### src/rtl/mdu_pkg.sv
// Shared types and opcode decode helpers for the EXE-stage multiply/divide unit.
package mdu_pkg;

  typedef enum logic [2:0] {
    OP_MULT  = 3'd0,
    OP_MULTU = 3'd1,
    OP_DIV   = 3'd2,
    OP_DIVU  = 3'd3,
    OP_MADD  = 3'd4,
    OP_MADDU = 3'd5,
    OP_MSUB  = 3'd6,
    OP_MSUBU = 3'd7
  } mdu_op_e;

  typedef enum logic [2:0] {
    ST_IDLE = 3'd0,
    ST_MUL  = 3'd1,
    ST_DIV  = 3'd2,
    ST_FIX  = 3'd3,
    ST_HOLD = 3'd4
  } mdu_state_e;

  function automatic logic is_signed(mdu_op_e op);
    return op inside {OP_MULT, OP_DIV, OP_MADD, OP_MSUB};
  endfunction

  function automatic logic is_acc(mdu_op_e op);
    return op inside {OP_MADD, OP_MADDU, OP_MSUB, OP_MSUBU};
  endfunction

  function automatic logic is_sub(mdu_op_e op);
    return op inside {OP_MSUB, OP_MSUBU};
  endfunction

  function automatic logic is_div(mdu_op_e op);
    return op inside {OP_DIV, OP_DIVU};
  endfunction

endpackage

### src/rtl/mdu_div_core.sv
// Iterative restoring radix-2 divider on operand magnitudes; one quotient bit per cycle,
// sign fixup and divide-by-zero substitution applied combinationally on the outputs.
module mdu_div_core #(
  parameter int DATA_W = 32
) (
  input  logic              clk,
  input  logic              resetn,
  input  logic              start,
  input  logic [DATA_W-1:0] a,
  input  logic [DATA_W-1:0] b,
  input  logic              sgn,
  output logic [DATA_W-1:0] q,
  output logic [DATA_W-1:0] r,
  output logic              valid
);

  localparam int CNT_W = $clog2(DATA_W + 1);

  logic [CNT_W-1:0]  cnt_q;
  logic              run_q, valid_q, q_neg_q, r_neg_q, dz_q;
  logic [DATA_W-1:0] a_q, dvs_q, quo_q, rem_q;
  logic [DATA_W-1:0] a_mag, b_mag;
  logic [DATA_W:0]   shifted, diff;

  assign a_mag   = (sgn & a[DATA_W-1]) ? -a : a;
  assign b_mag   = (sgn & b[DATA_W-1]) ? -b : b;
  assign shifted = {rem_q, quo_q[DATA_W-1]};
  assign diff    = shifted - {1'b0, dvs_q};

  always_ff @(posedge clk or negedge resetn) begin
    if (!resetn) begin
      cnt_q   <= '0;
      run_q   <= 1'b0;
      valid_q <= 1'b0;
      q_neg_q <= 1'b0;
      r_neg_q <= 1'b0;
      dz_q    <= 1'b0;
      a_q     <= '0;
      dvs_q   <= '0;
      quo_q   <= '0;
      rem_q   <= '0;
    end else if (start) begin
      cnt_q   <= '0;
      run_q   <= 1'b1;
      valid_q <= 1'b0;
      q_neg_q <= sgn & (a[DATA_W-1] ^ b[DATA_W-1]);
      r_neg_q <= sgn & a[DATA_W-1];
      dz_q    <= (b == '0);
      a_q     <= a;
      dvs_q   <= b_mag;
      quo_q   <= a_mag;
      rem_q   <= '0;
    end else if (run_q) begin
      // A borrow out of the trial subtraction means the divisor did not fit: restore.
      quo_q <= {quo_q[DATA_W-2:0], ~diff[DATA_W]};
      rem_q <= diff[DATA_W] ? shifted[DATA_W-1:0] : diff[DATA_W-1:0];
      cnt_q <= cnt_q + CNT_W'(1);
      if (cnt_q == CNT_W'(DATA_W - 1)) begin
        run_q   <= 1'b0;
        valid_q <= 1'b1;
      end
    end
  end

  assign q     = dz_q ? '1  : (q_neg_q ? -quo_q : quo_q);
  assign r     = dz_q ? a_q : (r_neg_q ? -rem_q : rem_q);
  assign valid = valid_q;

endmodule

### src/rtl/exe_mdu_unit.sv
// EXE-stage multiply/divide unit: pipelined multiply/accumulate with MUL_LAT latency and a
// DATA_W+1 cycle divide. Handshake: start is a level held by EXE; done is a one-cycle pulse
// that writes HILO; after done the unit parks in HOLD until stage_adv so no op is relaunched.
module exe_mdu_unit
  import mdu_pkg::*;
#(
  parameter int DATA_W  = 32,
  parameter int MUL_LAT = 2
) (
  input  logic                clk,
  input  logic                resetn,
  input  logic                flush,
  input  logic                start,
  input  logic                stage_adv,
  input  mdu_op_e             op,
  input  logic [DATA_W-1:0]   src_a,
  input  logic [DATA_W-1:0]   src_b,
  input  logic [2*DATA_W-1:0] hilo_in,
  output logic                busy,
  output logic                done,
  output logic                stall,
  output logic [DATA_W-1:0]   hi_out,
  output logic [DATA_W-1:0]   lo_out,
  output mdu_state_e          state_dbg
);

  localparam int CNT_MAX = (DATA_W > MUL_LAT) ? DATA_W : MUL_LAT;
  localparam int CNT_W   = $clog2(CNT_MAX + 1);

  mdu_state_e          state_q, state_d;
  logic [CNT_W-1:0]    cnt_q;
  mdu_op_e             op_q;
  logic [DATA_W-1:0]   a_q, b_q, hi_q, lo_q, div_q, div_r;
  logic [2*DATA_W-1:0] hilo_q, a_ext, b_ext, prod, mul_res, mul_out, res;
  logic                accept, sgn_q, div_valid;

  assign accept = (state_q == ST_IDLE) & start & ~flush;

  always_comb begin
    state_d = state_q;
    done    = 1'b0;
    unique case (state_q)
      ST_IDLE: if (accept) state_d = is_div(op) ? ST_DIV : ST_MUL;
      ST_MUL: if (cnt_q == CNT_W'(MUL_LAT - 1)) begin
        done    = 1'b1;
        state_d = stage_adv ? ST_IDLE : ST_HOLD;
      end
      ST_DIV: if (cnt_q == CNT_W'(DATA_W - 1)) state_d = ST_FIX;
      ST_FIX: if (div_valid) begin
        done    = 1'b1;
        state_d = stage_adv ? ST_IDLE : ST_HOLD;
      end
      ST_HOLD: if (stage_adv) state_d = ST_IDLE;
      default: state_d = ST_IDLE;
    endcase
    // Flush cancels everything, including a completion landing in the same cycle.
    if (flush) begin
      state_d = ST_IDLE;
      done    = 1'b0;
    end
  end

  always_ff @(posedge clk or negedge resetn) begin
    if (!resetn) begin
      state_q <= ST_IDLE;
      cnt_q   <= '0;
      op_q    <= OP_MULT;
      a_q     <= '0;
      b_q     <= '0;
      hilo_q  <= '0;
      hi_q    <= '0;
      lo_q    <= '0;
    end else begin
      state_q <= state_d;
      if ((state_d == state_q) && ((state_q == ST_MUL) || (state_q == ST_DIV)))
        cnt_q <= cnt_q + CNT_W'(1);
      else
        cnt_q <= '0;
      if (accept) begin
        op_q   <= op;
        a_q    <= src_a;
        b_q    <= src_b;
        hilo_q <= hilo_in;
      end
      if (done) begin
        hi_q <= hi_out;
        lo_q <= lo_out;
      end
    end
  end

  assign sgn_q   = is_signed(op_q);
  assign a_ext   = {{DATA_W{sgn_q & a_q[DATA_W-1]}}, a_q};
  assign b_ext   = {{DATA_W{sgn_q & b_q[DATA_W-1]}}, b_q};
  assign prod    = a_ext * b_ext;
  assign mul_res = !is_acc(op_q) ? prod : (is_sub(op_q) ? hilo_q - prod : hilo_q + prod);

  // Operands stay frozen through MUL, so the chain tail is exact when the counter expires.
  generate
    if (MUL_LAT == 1) begin : g_no_pipe
      assign mul_out = mul_res;
    end else begin : g_pipe
      logic [2*DATA_W-1:0] pipe_q [MUL_LAT-1];
      always_ff @(posedge clk or negedge resetn) begin
        if (!resetn) begin
          for (int i = 0; i < MUL_LAT - 1; i++) pipe_q[i] <= '0;
        end else begin
          pipe_q[0] <= mul_res;
          for (int i = 1; i < MUL_LAT - 1; i++) pipe_q[i] <= pipe_q[i-1];
        end
      end
      assign mul_out = pipe_q[MUL_LAT-2];
    end
  endgenerate

  mdu_div_core #(.DATA_W(DATA_W)) u_div (
    .clk    (clk),
    .resetn (resetn),
    .start  (accept & is_div(op)),
    .a      (src_a),
    .b      (src_b),
    .sgn    (is_signed(op)),
    .q      (div_q),
    .r      (div_r),
    .valid  (div_valid)
  );

  assign res       = (state_q == ST_FIX) ? {div_r, div_q} : mul_out;
  assign hi_out    = done ? res[2*DATA_W-1:DATA_W] : hi_q;
  assign lo_out    = done ? res[DATA_W-1:0] : lo_q;
  assign busy      = (state_q == ST_MUL) | (state_q == ST_DIV) | (state_q == ST_FIX);
  assign stall     = start & ~done & (state_q != ST_HOLD) & ~flush;
  assign state_dbg = state_q;

endmodule

### config.mk
export PLATFORM = sky130hd
export DESIGN_NAME = exe_mdu_unit
export DESIGN_NICKNAME = d
export VERILOG_FILES = /design/src/rtl/mdu_pkg.sv /design/src/rtl/mdu_div_core.sv /design/src/rtl/exe_mdu_unit.sv
export SDC_FILE = /design/constraint.sdc
export NUM_CORES = 2
export LEC_CHECK = 0
export BUFFER_PORTS_ARGS = -buffer_cell sky130_fd_sc_hd__buf_2
export CAP_MARGIN = 10
export CORE_ASPECT_RATIO = 1.75
export CORE_MARGIN = 2
export CORE_UTILIZATION = 42
export CTS_BUF_LIST = sky130_fd_sc_hd__clkbuf_4
export DETAILED_ROUTE_END_ITERATION = 10
export HOLD_SLACK_MARGIN = 0.02
export SLEW_MARGIN = 20
export SYNTH_ARGS = -nofsm -noshare
export SYNTH_HDL_FRONTEND = slang
export SYNTH_SLANG_ARGS = --single-unit
### constraint.sdc
create_clock -name clk -period 20 [get_ports clk]
set_input_delay 0 -clock clk [delete_from_list [all_inputs] [get_ports clk]]
set_output_delay 0 -clock clk [all_outputs]
set_load 0.05 [all_outputs]
==> flow_summary.toml <==
[clocking]
ctsResizeCount = 0
cts_max_level = 3
cts.clk_slew.worst_paths_ps = 90
cts_inserted_buffers = 96
cts_buffer_depth = 3
post_cts_buffers = 0
cts_sinks = 407
cts_tree = "yes"
clockRootBuffer = "clkbuf_4"
clk_latency_ps = 1010

[layout]
finish.net_count = 9041
final_cells = 9549
n_fill_cell = 14600
areaGrowthSynthToFinish_pct = 11.8
layout-drive-gt1-share_pct = 8.70
final_common_cell = "nand2_1"
layout_common_cells = "1176 x nand2_1, 1164 x inv_1, 1127 x fa_1"

[grt]
grt_max_degree = 124
grt_pass1_wl_mm = 355
antenna_found_initial = 10
grt-ovfl-total = 0
grt.total_usage_pct = 30.9
grt_pass1_vias = 58000

[die]
start_util_pct = 42.2
die_w_um = 299
core_area_mm2 = 0.151
rows = 189
die-area_mm2 = 0.155
io_pins = 206
die_y_um = 520

[worst_setup_path]
critPathKind = "reg2reg"
crit_buf_inv = 6
cpMaxStageDelayCell = "dfrtp_1"
cp_common_cell = "fa_1"
slowest_delay_ps = 780
cp-end-kind = "register"
worstPathMaxFanout = 19
worstPathArrival_ps = 13840
cp.required_ps = 20900
reg2reg_slack_ps = 7070
path_delay_family = "adder cells"
startpoint_type = "register"

[status]
outcome = "complete, no violations"

[sta]
finalHoldViolCount = 0
finalSetupViolations = 0
relSlewSlack_pct = 30.0
fin_tns_setup_ps = 0
max_clock_freq_ghz = 0.0773
fin_crit_sh_pct = 64.7
post-route-min-period_ps = 12930
layout_setup_ws_ps = 7070
worst_slew_pin_slew_ps = 1050
drv_slew = 0
rsz0062_at_grt = "false"
hold_slack_ps = 95.8
fin_skew_ps = 157

[synthesis]
syn_inst = 7118
yosysTopAreaCell = "fa_1"
yosysWarnings = 0
synth_area_mm2 = 0.0639
avgSynthCellArea_um2 = 8.97
synth_cell_types = 94
synth.area.top_cells = "fa_1 35%, dfrtp_1 16%, nand2_1 6.9%"
syn-num-nets = 8696
ys_ff_latch = 407
yosysSeqAreaShare_pct = 15.9
synth_flop_cell = "dfrtp_1"
synth_enable_flop_cells = 0
yosysTopAreaCellShare_pct = 35.3
synth-async-reset-ratio_pct = 100

[placement]
globalplace.congestion = 0.978
portBuffers = 205
place_inst = 9025
dpl_worst_slack_ps = 7220
dp.final_hpwl_mm = 179

[job]
cap_violations = 0

[drt]
drtIter0Drc = 3615
viasPerCell = 5.59
drt_wl_total_mm = 236
vias = 53400
drcViolationCount = 0
antenna_left = 0
wl_per_cell_um = 24.7
drt-pass1-iter-count = 8

[worst_hold_path]
hold_class = "in2reg"
state kept, by name (all words and copies together) (netlist names), 3 cells and up:
name	flops
u_div.rem_q	32
cnt_q	6
g_pipe.pipe_q	64
a_q	32
state_dbg	3
u_div.a_q	32
hilo_q	64
op_q	3
b_q	32
hi_q	32
u_div.cnt_q	6
u_div.dvs_q	32
lo_q	32
u_div.quo_q	32
per-layer routing:
metal  GRT usage [%]  vias to the layer above  share of wire (%)
met5               0                        -              0.011
met4            30.1                        4                 12
met3            5.06                     1036                5.9
met2            55.5                     2331                 51
met1            29.5                    27000                 31
li1                -                    23100                  -
worst paths after layout:
check,from,endpoint,depth (start not counted)
min reg2reg,lo_q[2]$_DFFE_PN0P_,lo_q[2]$_DFFE_PN0P_,2
max in group asynchronous,resetn,u_div.run_q$_DFF_PN0_,5
min,src_b[6],u_div.dvs_q[7]$_DFFE_PN0P_,6
min in group asynchronous,resetn,u_div.a_q[29]$_DFFE_PN0P_,4
max,a_q[18]$_DFFE_PN0P_,g_pipe.pipe_q[63]$_DFF_PN0_,39
max reg2reg,a_q[18]$_DFFE_PN0P_,g_pipe.pipe_q[63]$_DFF_PN0_,39
timing repair:
item,4_1_cts,5_1_grt
hold buffers,345,0
hold endpoints to repair,537,0
endpoints found under the setup margin,0,0
through the flow:
| step | cell area, um^2 | util, % |
|---|---|---|
| 5_1_grt | 71400 | 47.2 |
| 3_3_place_gp | 66700 | 44.0 |
| 3_5_place_dp | 66700 | 44.0 |
| 2_1_floorplan | 63900 | - |
| 4_1_cts | 71400 | 47.2 |
| 6_report | 71400 | 47.2 |
final cells by class:
class | count | area, um^2 | share of cell area (%)
Clock buffer | 134 | 1010 | 1.41
Clock inverter | 39 | 258 | 0.361
Inverter | 1166 | 4380 | 6.13
Multi-Input combinational cell | 5158 | 47900 | 67.1
Tap cell | 2005 | 2510 | 3.51
Timing Repair Buffer | 634 | 5150 | 7.21
Sequential cell | 407 | 10200 | 14.3
Antenna cell | 6 | 15.0 | 0.0210
cells in the mapped netlist, drive strengths merged (152+ instances only):
cell,n
xnor2,182
dfrtp,407
xor2,152
inv,1164
nor2,251
clkbuf,371
and2,311
nand2,1177
o21ai,380
fa,1127
ha,315
a21oi,297
worst reg2reg max path: cells and delay by family (launching register included):
kind,cells,cell delay (ps)
buf+inv,6,720
mux,1,560
xor+xnor,2,450
fa+ha+maj,10,4780
flops,1,780
compound gates,9,2570
simple gates,11,3010
cell families (layout without fill, tap and decap cells):
kind of cell / after synthesis / after routing / share of synthesized area, %
AOI/OAI and AO/OA: 1083 / 1083 / 10.3
xor gates and xnor gates: 334 / 334 / 4.58
adders and majority gates: 1442 / 1442 / 41.5
buffers and inverters: 1553 / 1973 / 9.13
DFF: 407 / 407 / 15.9
muxes: 208 / 208 / 3.55
other: 0 / 6 / 0
and+or+nand+nor: 2091 / 2091 / 14.9
Power is left out: the tool's default activity adds up to more than one toggle a clock period on the data nets, which glitch-free logic cannot reach.
